`config.mk`:
```
export PLATFORM = sky130hd
export DESIGN_NAME = shooter_obj_ctrl_flat
export DESIGN_NICKNAME = d
export VERILOG_FILES = /design/src/rtl/shooter_obj_ctrl_pkg.sv /design/src/rtl/shooter_obj_ctrl_if.sv /design/src/rtl/shooter_obj_ctrl_bullet_slot.sv /design/src/rtl/shooter_obj_ctrl.sv /design/src/flat_wrapper.sv
export SDC_FILE = /design/constraint.sdc
export NUM_CORES = 1
export LEC_CHECK = 0
export CAP_MARGIN = 25
export CORE_ASPECT_RATIO = 1.25
export CORE_MARGIN = 2
export CORE_UTILIZATION = 40
export DETAILED_ROUTE_END_ITERATION = 10
export PLACE_DENSITY_LB_ADDON = 0.3
export SLEW_MARGIN = 25
export SYNTH_ARGS = -nofsm -noshare
export SYNTH_HDL_FRONTEND = slang
export SYNTH_SLANG_ARGS = --single-unit
```
`constraint.sdc`:
```
create_clock -name clk -period 2.9 [get_ports clk]
set_input_delay 0.58 -clock clk [delete_from_list [all_inputs] [get_ports clk]]
set_output_delay 0.58 -clock clk [all_outputs]
set_load 0.01 [all_outputs]
```
`src/rtl/shooter_obj_ctrl_pkg.sv`:
```
// Shared types and helpers for the shooter object controller (player paddle + bullet pool).
package shooter_pkg;

    localparam int COORD_W = 11;

    typedef logic [COORD_W-1:0] coord_t;

    localparam logic [3:0] KEY_UP   = 4'h5;
    localparam logic [3:0] KEY_DOWN = 4'h0;
    localparam logic [3:0] KEY_FIRE = 4'hA;

    typedef struct packed {
        logic   active;
        coord_t x;
        coord_t y;
    } slot_t;

    typedef enum logic [1:0] {
        MV_NONE,
        MV_UP,
        MV_DOWN
    } move_t;

    // Half-open rectangle test; the one extra bit keeps x+w from wrapping.
    function automatic logic in_rect(input coord_t px, input coord_t py,
                                     input coord_t x, input coord_t y,
                                     input coord_t w, input coord_t h);
        return ({1'b0, px} >= {1'b0, x}) && ({1'b0, px} < ({1'b0, x} + {1'b0, w})) &&
               ({1'b0, py} >= {1'b0, y}) && ({1'b0, py} < ({1'b0, y} + {1'b0, h}));
    endfunction

endpackage

```
`src/rtl/shooter_obj_ctrl_if.sv`:
```
// Keypad, pixel and status signals between the game controller and its neighbours.
interface shooter_obj_ctrl_if #(
    parameter int NUM_BULLETS = 4
);
    import shooter_pkg::*;

    logic [3:0]             key_code;
    logic                   key_flag;
    coord_t                 pixel_x;
    coord_t                 pixel_y;
    logic [11:0]            rgb_player;
    logic [11:0]            rgb_bullet;
    logic [11:0]            rgb_out;
    coord_t                 player_y;
    logic [NUM_BULLETS-1:0] bul_active;
    logic                   fire_drop;

    modport master (
        output key_code, key_flag, pixel_x, pixel_y, rgb_player, rgb_bullet,
        input  rgb_out, player_y, bul_active, fire_drop
    );

    modport slave (
        input  key_code, key_flag, pixel_x, pixel_y, rgb_player, rgb_bullet,
        output rgb_out, player_y, bul_active, fire_drop
    );

endinterface

```
`src/rtl/shooter_obj_ctrl_bullet_slot.sv`:
```
// One bullet slot: spawn, per-tick motion, exit at the right edge, and pixel hit test.
module bullet_slot
    import shooter_pkg::*;
#(
    parameter int BUL_VEL = 4,
    parameter int BUL_W   = 5,
    parameter int BUL_H   = 8,
    parameter int X_MAX   = 640
) (
    input  logic   clk,
    input  logic   rst,
    input  logic   spawn,
    input  logic   tick,
    input  coord_t spawn_x,
    input  coord_t spawn_y,
    input  coord_t px,
    input  coord_t py,
    output logic   active,
    output logic   hit
);

    localparam logic [COORD_W:0] EXIT_ADD = (COORD_W+1)'(BUL_VEL + BUL_W);
    localparam logic [COORD_W:0] X_LIMIT  = (COORD_W+1)'(X_MAX);

    slot_t slot_q;
    logic  exits;

    assign exits = ({1'b0, slot_q.x} + EXIT_ADD) > X_LIMIT;

    // Spawn wins over motion, so a bullet fired on a tick edge stays put that tick.
    always_ff @(posedge clk) begin
        if (rst) begin
            slot_q.active <= 1'b0;
        end else if (spawn) begin
            slot_q.active <= 1'b1;
            slot_q.x      <= spawn_x;
            slot_q.y      <= spawn_y;
        end else if (tick && slot_q.active) begin
            if (exits) begin
                slot_q.active <= 1'b0;
            end else begin
                slot_q.x <= slot_q.x + coord_t'(BUL_VEL);
            end
        end
    end

    assign active = slot_q.active;
    assign hit    = slot_q.active &&
                    in_rect(px, py, slot_q.x, slot_q.y, coord_t'(BUL_W), coord_t'(BUL_H));

endmodule

```
`src/rtl/shooter_obj_ctrl.sv`:
```
// Player paddle and bullet-pool controller for the 640x480 VGA path.
// Optional build macro HOLD_REPEAT_EN: holding UP/DOWN repeats the move on every tick.
module shooter_obj_ctrl
    import shooter_pkg::*;
#(
    parameter int NUM_BULLETS = 4,
    parameter int TICK_DIV    = 50000,
    parameter int PLR_VEL     = 2,
    parameter int BUL_VEL     = 4,
    parameter int PLR_W       = 50,
    parameter int PLR_H       = 100,
    parameter int BUL_W       = 5,
    parameter int BUL_H       = 8,
    parameter int X_MAX       = 640,
    parameter int Y_MAX       = 480,
    parameter int Y_MARGIN    = 50,
    parameter int PLR_X0      = 100,
    parameter int PLR_Y0      = 100
) (
    input logic               clk,
    input logic               reset,
    shooter_obj_ctrl_if.slave bus
);

    localparam int CNT_W = (TICK_DIV > 2) ? $clog2(TICK_DIV) : 1;

    localparam coord_t SPAWN_X   = coord_t'(PLR_X0 + PLR_W);
    localparam coord_t SPAWN_DY  = coord_t'(PLR_H / 2 - BUL_H / 2);
    localparam coord_t Y_UP_MIN  = coord_t'(Y_MARGIN + PLR_VEL);
    localparam coord_t Y_TOP     = coord_t'(Y_MARGIN);
    localparam coord_t Y_BOT     = coord_t'(Y_MAX - PLR_H);
    localparam logic [COORD_W:0] Y_BOT_W = (COORD_W+1)'(Y_MAX - PLR_H);

    logic key_sync_p0, key_sync_p1, key_sync_p2;
    logic press_evt;
    logic [CNT_W-1:0] tick_cnt;
    logic tick;
    move_t mv_q, mv_d;
    logic hold_up, hold_down, hold_move;
    logic step_up, step_down;
    coord_t plr_y_q;
    logic fire_req, pool_full;
    logic [NUM_BULLETS-1:0] active_mask, free_mask, spawn_vec, hit_vec;
    logic [11:0] rgb_p0;
    logic fire_drop_p0;

    // Stage boundary: key_flag synchroniser and rising-edge detect.
    always_ff @(posedge clk) begin
        if (reset) begin
            key_sync_p0 <= 1'b0;
            key_sync_p1 <= 1'b0;
            key_sync_p2 <= 1'b0;
        end else begin
            key_sync_p0 <= bus.key_flag;
            key_sync_p1 <= key_sync_p0;
            key_sync_p2 <= key_sync_p1;
        end
    end

    assign press_evt = key_sync_p1 && !key_sync_p2;

    always_ff @(posedge clk) begin
        if (reset) begin
            tick_cnt <= '0;
        end else if (tick) begin
            tick_cnt <= '0;
        end else begin
            tick_cnt <= tick_cnt + 1'b1;
        end
    end

    assign tick = (tick_cnt == CNT_W'(TICK_DIV - 1));

`ifdef HOLD_REPEAT_EN
    assign hold_up   = key_sync_p1 && (bus.key_code == KEY_UP);
    assign hold_down = key_sync_p1 && (bus.key_code == KEY_DOWN);
`else
    assign hold_up   = 1'b0;
    assign hold_down = 1'b0;
`endif
    assign hold_move = hold_up || hold_down;

    always_ff @(posedge clk) begin
        if (reset) begin
            mv_q <= MV_NONE;
        end else begin
            mv_q <= mv_d;
        end
    end

    // A press landing on a tick that already moves via auto-repeat is not queued again.
    always_comb begin
        mv_d = mv_q;
        if (tick) begin
            mv_d = MV_NONE;
        end
        if (press_evt && !(tick && hold_move)) begin
            if (bus.key_code == KEY_UP) begin
                mv_d = MV_UP;
            end else if (bus.key_code == KEY_DOWN) begin
                mv_d = MV_DOWN;
            end
        end
    end

    assign step_up   = tick && ((mv_q == MV_UP) || hold_up);
    assign step_down = tick && !step_up && ((mv_q == MV_DOWN) || hold_down);

    always_ff @(posedge clk) begin
        if (reset) begin
            plr_y_q <= coord_t'(PLR_Y0);
        end else if (step_up) begin
            plr_y_q <= (plr_y_q >= Y_UP_MIN) ? (plr_y_q - coord_t'(PLR_VEL)) : Y_TOP;
        end else if (step_down) begin
            plr_y_q <= (({1'b0, plr_y_q} + (COORD_W+1)'(PLR_VEL)) <= Y_BOT_W) ?
                       (plr_y_q + coord_t'(PLR_VEL)) : Y_BOT;
        end
    end

    // Lowest free slot via two's-complement isolate; only slots free this cycle qualify.
    assign fire_req  = press_evt && (bus.key_code == KEY_FIRE);
    assign free_mask = ~active_mask;
    assign pool_full = &active_mask;
    assign spawn_vec = fire_req ? (free_mask & (~free_mask + 1'b1)) : '0;

    for (genvar i = 0; i < NUM_BULLETS; i++) begin : g_slot
        bullet_slot #(
            .BUL_VEL (BUL_VEL),
            .BUL_W   (BUL_W),
            .BUL_H   (BUL_H),
            .X_MAX   (X_MAX)
        ) u_slot (
            .clk     (clk),
            .rst     (reset),
            .spawn   (spawn_vec[i]),
            .tick    (tick),
            .spawn_x (SPAWN_X),
            .spawn_y (plr_y_q + SPAWN_DY),
            .px      (bus.pixel_x),
            .py      (bus.pixel_y),
            .active  (active_mask[i]),
            .hit     (hit_vec[i])
        );
    end

    // Stage boundary: registered pixel colour and fire-drop pulse.
    always_ff @(posedge clk) begin
        if (reset) begin
            rgb_p0       <= '0;
            fire_drop_p0 <= 1'b0;
        end else begin
            fire_drop_p0 <= fire_req && pool_full;
            if (|hit_vec) begin
                rgb_p0 <= bus.rgb_bullet;
            end else if (in_rect(bus.pixel_x, bus.pixel_y, coord_t'(PLR_X0), plr_y_q,
                                 coord_t'(PLR_W), coord_t'(PLR_H))) begin
                rgb_p0 <= bus.rgb_player;
            end else begin
                rgb_p0 <= '0;
            end
        end
    end

    assign bus.rgb_out    = rgb_p0;
    assign bus.player_y   = plr_y_q;
    assign bus.bul_active = active_mask;
    assign bus.fire_drop  = fire_drop_p0;

endmodule
```
`src/flat_wrapper.sv`:
```
// flat-port wrapper written by rule: the top's interface ports become plain ports
module shooter_obj_ctrl_flat import shooter_pkg::*;
#(
    parameter int NUM_BULLETS = 4,
    parameter int TICK_DIV    = 50000,
    parameter int PLR_VEL     = 2,
    parameter int BUL_VEL     = 4,
    parameter int PLR_W       = 50,
    parameter int PLR_H       = 100,
    parameter int BUL_W       = 5,
    parameter int BUL_H       = 8,
    parameter int X_MAX       = 640,
    parameter int Y_MAX       = 480,
    parameter int Y_MARGIN    = 50,
    parameter int PLR_X0      = 100,
    parameter int PLR_Y0      = 100
)
  (clk, reset, bus_key_code, bus_key_flag, bus_pixel_x, bus_pixel_y, bus_rgb_player, bus_rgb_bullet, bus_rgb_out, bus_player_y, bus_bul_active, bus_fire_drop);
  shooter_obj_ctrl_if #(.NUM_BULLETS(NUM_BULLETS)) bus_i ();
  input logic clk;
  input logic reset;
  input wire logic [$bits(bus_i.key_code)-1:0] bus_key_code;
  input wire logic [$bits(bus_i.key_flag)-1:0] bus_key_flag;
  input wire logic [$bits(bus_i.pixel_x)-1:0] bus_pixel_x;
  input wire logic [$bits(bus_i.pixel_y)-1:0] bus_pixel_y;
  input wire logic [$bits(bus_i.rgb_player)-1:0] bus_rgb_player;
  input wire logic [$bits(bus_i.rgb_bullet)-1:0] bus_rgb_bullet;
  output wire logic [$bits(bus_i.rgb_out)-1:0] bus_rgb_out;
  output wire logic [$bits(bus_i.player_y)-1:0] bus_player_y;
  output wire logic [$bits(bus_i.bul_active)-1:0] bus_bul_active;
  output wire logic [$bits(bus_i.fire_drop)-1:0] bus_fire_drop;
  assign bus_i.key_code = bus_key_code;
  assign bus_i.key_flag = bus_key_flag;
  assign bus_i.pixel_x = bus_pixel_x;
  assign bus_i.pixel_y = bus_pixel_y;
  assign bus_i.rgb_player = bus_rgb_player;
  assign bus_i.rgb_bullet = bus_rgb_bullet;
  assign bus_rgb_out = bus_i.rgb_out;
  assign bus_player_y = bus_i.player_y;
  assign bus_bul_active = bus_i.bul_active;
  assign bus_fire_drop = bus_i.fire_drop;
  shooter_obj_ctrl #(.NUM_BULLETS(NUM_BULLETS), .TICK_DIV(TICK_DIV), .PLR_VEL(PLR_VEL), .BUL_VEL(BUL_VEL), .PLR_W(PLR_W), .PLR_H(PLR_H), .BUL_W(BUL_W), .BUL_H(BUL_H), .X_MAX(X_MAX), .Y_MAX(Y_MAX), .Y_MARGIN(Y_MARGIN), .PLR_X0(PLR_X0), .PLR_Y0(PLR_Y0)) u_core (.clk(clk), .reset(reset), .bus(bus_i));
endmodule
```
Yosys cells after proc, flatten, opt, wreduce, memory -nomap -nowiden
Index checks and enable logic that the tools add are counted.
{ "word_totals": {"regBits": 137, "inputBits": 53, "out_inout_bits": 28, "word_cells": 165} }
{ "classes": {"n_addsub": 23, "n_lt_le_gt_ge": 26, "eq_ne": 9, "n_mux": 27, "bitwise": 4, "n_reduce_logical": 56} }
{ "op_table": {"columns": ["operator", "count"], "rows": [
  ["$mux 12", 10],
  ["$lt 11x12->1", 9],
  ["$ge 11x11->1", 9],
  ["$add 11x4->12 const B", 8],
  ["$mux 11", 8],
  ["$add 11x3->12 const B", 4],
  ["$gt 12x10->1 const B", 4],
  ["$add 11x3->11 const B", 4],
  ["$logic_and 1x1->1", 29],
  ["$reduce_bool 2->1", 9],
  ["$add 16x1->16 const B", 1],
  ["$eq 16x16->1 const B", 1],
  ["$reduce_and 2->1", 8],
  ["$add 11x2->12 const B", 1],
  ["$add 11x7->12 const B", 1],
  ["$le 12x9->1 const B", 1],
  ["$reduce_and 3->1", 4],
  ["$add 11x2->11 const B", 1],
  ["$add 11x6->11 const B", 1],
  ["$ge 11x6->1 const B", 1],
  ["$ge 11x7->1 const B", 1],
  ["$lt 11x8->1 const B", 1],
  ["$sub 11x2->11 const B", 1],
  ["$mux 2", 4],
  ["other kinds (16)", 24]
]} }

Logic depth before layout (Yosys ltp)
{ "depth": {"ltp_word": 8, "ltp_mapped": 14, "depth_no_buf": 13} }

By module
From an unflattened synthesis, not the netlist that was laid out.
{ "unflattened": {"hier_cells": 1390, "area_unflattened_um2": 12678.4} }
{ "by_module_without_submodules": {"columns": ["mod", "n_inst", "cells_each", "area_each_um2", "seq_area_each_um2"], "rows": [
  ["bullet_slot at u_core.g_slot[1].u_slot ...", 3, 256, 2419.8, 680.7],
  ["shooter_obj_ctrl", 1, 364, 3007.9, 880.8],
  ["bullet_slot at u_core.g_slot[0].u_slot", 1, 258, 2411.1, 680.7]
]} }

Worst setup path before layout
OpenSTA, ideal clock, no wires.
{ "synth_path": {"path_kind": "reg2reg", "from": "register u_core.g_slot[0].u_slot.slot_q[13] (netlist bit)", "to": "register u_core.rgb_p0[10], in the netlist u_core.bus.rgb_out[10]", "setup_time_ns": 0.072, "arrival_ns": 2.868, "required_time_ns": 2.828, "path_slack_ns": -0.040, "path_stages_with_launch": 14, "n_path_buf": 1, "synth_period_minus_slack_ns": 2.940, "cell_sequence": "edfxtp_1 > ha_1 > nand3_1 > xnor2_1 > ha_1 > a2111oi_2 > nand2_1 > o221ai_1 > nand2b_1 > a21o_1 > a2111o_1 > nand4_2 > buf_12 > mux2i_1"} }
{ "synth_via": {"elab_chain_len": 8, "elab_cells_between_ends": 9, "classes_between": "1 x add/sub; 2 x order compare; 1 x mux; 5 x reduce/logical"} }
{ "synth_lines": {"columns": ["item", "line", "rtl"], "rows": [
  ["start, declared", "shooter_obj_ctrl_bullet_slot.sv:25", "slot_t slot_q;"],
  ["$add 11x3->12", "shooter_obj_ctrl_pkg.sv:28", "return ({1'b0, px} >= {1'b0, x}) && ({1'b0, px} < ({1'b0, x} + {1'b0, w})) &&"],
  ["$lt 11x12->1", "shooter_obj_ctrl_pkg.sv:28", null],
  ["$logic_and 1x1->1 (*) (2 in series)", "shooter_obj_ctrl_pkg.sv:28", null],
  ["$logic_and 1x1->1 (*)", "shooter_obj_ctrl_pkg.sv:29", "({1'b0, py} >= {1'b0, y}) && ({1'b0, py} < ({1'b0, y} + {1'b0, h}));"],
  ["$logic_and 1x1->1 (*)", "shooter_obj_ctrl_bullet_slot.sv:48", "assign hit = slot_q.active &&"],
  ["$reduce_or 4->1 (*)", "shooter_obj_ctrl.sv:153", "if (|hit_vec) begin"],
  ["$mux 12 (*)", "shooter_obj_ctrl.sv:153", null],
  ["end signal, assigned", "shooter_obj_ctrl.sv:154", "rgb_p0 <= bus.rgb_bullet;"],
  ["end signal, assigned", "shooter_obj_ctrl.sv:157", "rgb_p0 <= bus.rgb_player;"],
  ["end, declared", "shooter_obj_ctrl.sv:44", "logic [11:0] rgb_p0;"]
]} }
Mark *: on every way between the ends. The rest lies on a longest branch, timed or not.
A chain may end at the register's enable or synchronous reset.

Final worst setup path
{ "layout_path": {"from": "register u_core.g_slot[0].u_slot.slot_q[13] (netlist bit)", "to": "register u_core.rgb_p0[11], in the netlist u_core.bus.rgb_out[11]"} }
Same word-level chain as after synthesis.

==> metrics.md <==
| Metric | Value |
|---|---|
| Reg power frac | 42.0% |
| Crit path cell chain | ha_2, nand3_4, xnor2_4, ha_4, a2111oi_4, nand2_1, o221ai_1, nand2b_1, a21o_1, a2111o_1, nand4_4, clkbuf_16, mux2i_1 |
| Root buffer selected by CTS | clkbuf_16 |
| Synth top area share | 22.77% |
| Layout fillers | 2,283 |
| Synth Area per Inst | 9.333 um^2 |
| Clock skew | 16.39 ps |
| Largest cells by area after synthesis | edfxtp_1, ha_1, dfxtp_1 |
| Iteration-0 DRC Markers | 368 |
| Slew Limit Fails | 0 |
| Startpoint Class | flip-flop |
| HPWL Detailed | 20,820 um |
| Worst setup margin | 15.56 ps |
| Place WS | -400.8 ps |
| Internal power | 3.296 mW |
| Largest net degree at the start of global routing | 31 |
| Initial antenna violation count | 0 |
| Final cell count without fillers | 1,601 |
| Critical path class | reg2reg |
| Dpl cell area | 11,930 um^2 |
| Warnings, synthesis | 0 |
| Placed Cells | 1,564 |
| Area occupied by multi-input gates | 6432 um^2 |
| NetSw | 1.132 mW |
| WL/cell | 16.34 um |
| FF+latch count, synth | 124 |
| Register area | 3243 um^2 |
| GPL Wtd Cong | 0.8944 |
| Worst Hold Class | reg2reg |
| Synth async-reset ratio | 0% |
| Reg2reg path depth | 13 |
| Clock power share | 48.0% |
| Share of cells above drive strength 1 | 15.03% |
| P_leak | 5.380 nW |
| CTS tree | yes |
| Final setup fails | 0 |
| Max-cap check violation count | 0 |
| Finished Cell Area | 12,750 um^2 |
| Final Power | 4.428 mW |
| FP Rows | 64 |
| Core region area | 24,580 um^2 |
| Ant diodes | 0 |
| Final net count | 1,488 |
| CP max stage delay | 400 ps |
| Final core occ | 51.87% |
| Area growth syn-to-layout | 27.21% |
| First-pass GRT wire length | 42,660 um |
| Sequential element share of the synthesized area | 32.36% |
| Post-Syn Instances | 1,074 |
| Total GRT Usage | 20.14% |
| CTS buffer count | 17 |
| Status | completed |
| Synth Cell Area | 10,020 um^2 |
| Wl on met1 | 11,190 um |
| PortBufs | 78 |
| Die Ht | 181.0 um |
| Min Clock Period, post-route | 2884 ps |
| Max H-tree Level | 4 |
| Number of global-route vias before repair | 8,596 |
| Critical path arrival | 3250 ps |
| Worst-path fanout max | 6 |
| Top FF cell, synth | edfxtp_1 |
| CTS sink cnt | 124 |
| Hold Violations, Final | 0 |
| Clk slew on worst S/H paths | 70 ps |
| Die ar. | 26,350 um^2 |
| Slew @ Worst Pin | 608.0 ps |
| Drt total wl | 26,150 um |
| Leading area contributor after synthesis | edfxtp_1 |
| Number of unique standard cell types used by synthesis | 78 |
| Via count | 8,491 |
| Vias per inst | 5.304 |
| Final hold slack | 446.2 ps |
| Sw frac | 25.56% |
| Tcrit/Tclk final | 99.46% |
| Number of flops mapped to enable cells by yosys | 76 |
| Hold-fix buffers, CTS | 0 |
| I/O pins | 81 |
| Peak VDD IR | 351.1 uV |
| Fmax | 346.7 MHz |
| Power per cell area | 347.3 nW/um^2 |
| Most common cell after layout, fill and taps aside | ha_1 |
| Initial DRT Pass Iterations | 5 |
| Clk_lat worst skew | 440 ps |
| Combinational Power Share | 10.0% |
| DRC viols | 0 |
| Mapped Nets | 1,304 |
| Unrepaired setup endpoints after global routing | yes |
| CP Capture Type | flip-flop |
| Die X-Extent | 145.6 um |
| GR Overflow Total | 0 |
| Post-route setup TNS | 0 ps |
| Slowest cell on the critical path | a2111o_1 |
| Critical Path RT | 3270 ps |
| Initial Util | 40.77% |
| Met2 WL | 13,220 um |
| Detail Route Antenna Nets | 0 |
| Clock Path Buffers | 2 |
| Commonest non-fill, non-tap cells in the layout | ha_1, buf_4, inv_1 |
| WHS Path Cells | 1 |
| Met3 wire len | 932 um |
| DR top layer | met4 |
| Slew Limit Headroom | 59.17% |
[state kept, by name, indices dropped and copies added, names as in the netlist]
signal,flops
u_core.g_slot.u_slot.slot_q,76
u_core.tick_cnt,16
u_core.bus.rgb_out,12
u_core.bus.player_y,10
u_core.g_slot.u_slot.active,4
u_core.mv_q,2
u_core.bus.fire_drop,1
u_core.key_sync_p0,1
u_core.key_sync_p1,1
u_core.key_sync_p2,1
[layout make-up]
cell class / instances / share of cell area, %
Multi-Input combinational cell: 820 / 50.45
Sequential cell: 124 / 25.43
Clock buffer: 17 / 3.336
Timing Repair Buffer: 191 / 13.29
Inverter: 104 / 3.062
Tap cell: 330 / 3.238
Clock inverter: 15 / 1.197
[what timing repair did]
item	CTS	global route
pin swaps	3	5
resized for setup	7	28
setup endpoints to repair	12	12
cloned	0	1
buffers inserted	0	4
[power groups by stage]
stage	combinational [mW]	clock, mW	sequential, mW
final	0.442	2.13	1.86
after global routing	0.500	2.23	1.86
after CTS	0.437	2.16	1.86
after detailed placement	0.433	0	1.90
after global placement	0.422	0	1.90
after floorplan	0.197	0	1.90
[synthesized netlist by cell type (all sizes together) (3+ instances only)]
| master | instances |
|---|---|
| a2111oi | 4 |
| a211o | 6 |
| a211oi | 16 |
| a21boi | 6 |
| a21o | 8 |
| a21oi | 58 |
| a221oi | 4 |
| a31oi | 9 |
| and2 | 4 |
| and3 | 20 |
| buf | 13 |
| clkbuf | 13 |
| clkinv | 4 |
| dfxtp | 48 |
| edfxtp | 76 |
| ha | 177 |
| inv | 100 |
| mux2i | 12 |
| nand2 | 66 |
| nand2b | 22 |
| nand3 | 69 |
| nand4 | 10 |
| nand4b | 3 |
| nor2 | 77 |
| nor2b | 5 |
| nor3 | 27 |
| nor4 | 8 |
| o2111ai | 7 |
| o211ai | 9 |
| o21a | 10 |
| o21ai | 45 |
| o21bai | 4 |
| o221ai | 5 |
| o31ai | 3 |
| or3 | 7 |
| xnor2 | 78 |
| xor2 | 7 |
[final timing paths]
kind                                                     from                                 to  slack (ps)
max          u_core.g_slot[0].u_slot.slot_q[13]$_SDFFCE_PP1P_  u_core.bus.rgb_out[11]$_SDFF_PP0_          20
min                             u_core.tick_cnt[0]$_SDFF_PP0_      u_core.tick_cnt[0]$_SDFF_PP0_         450
max reg2reg  u_core.g_slot[0].u_slot.slot_q[13]$_SDFFCE_PP1P_  u_core.bus.rgb_out[11]$_SDFF_PP0_          20
min reg2reg                     u_core.tick_cnt[0]$_SDFF_PP0_      u_core.tick_cnt[0]$_SDFF_PP0_         450
[logic make-up after synthesis]
group                    after synthesis  share of synthesized area [%]
AND/OR/NAND/NOR                      332                          17.34
AO/OA/AOI/OAI                        213                          14.08
adder cells (fa/ha/maj)              177                          22.09
buffers and inverters                130                          5.467
flip-flops                           124                          32.36
XOR/XNOR                              85                          7.427
multiplexers                          12                          1.198
other                                  1                        0.03741
[metal layers]
layer	track usage, %	vias up
met4	8.314	0
met5	0	-
met3	3.232	50
li1	-	4285
met2	36.45	179
met1	23.60	3977
[critical path, delay by kind of cell, from the launching register on]
family	cells	cell delay (ps)
and+or+nand+nor	4	390
muxes	1	170
AOI/OAI and AO/OA	4	1040
xor gates and xnor gates	1	220
adders and majority gates	2	450
buffers and inverters	1	180
DFF	1	360
No activity file was read; power rests on OpenSTA's default activity.
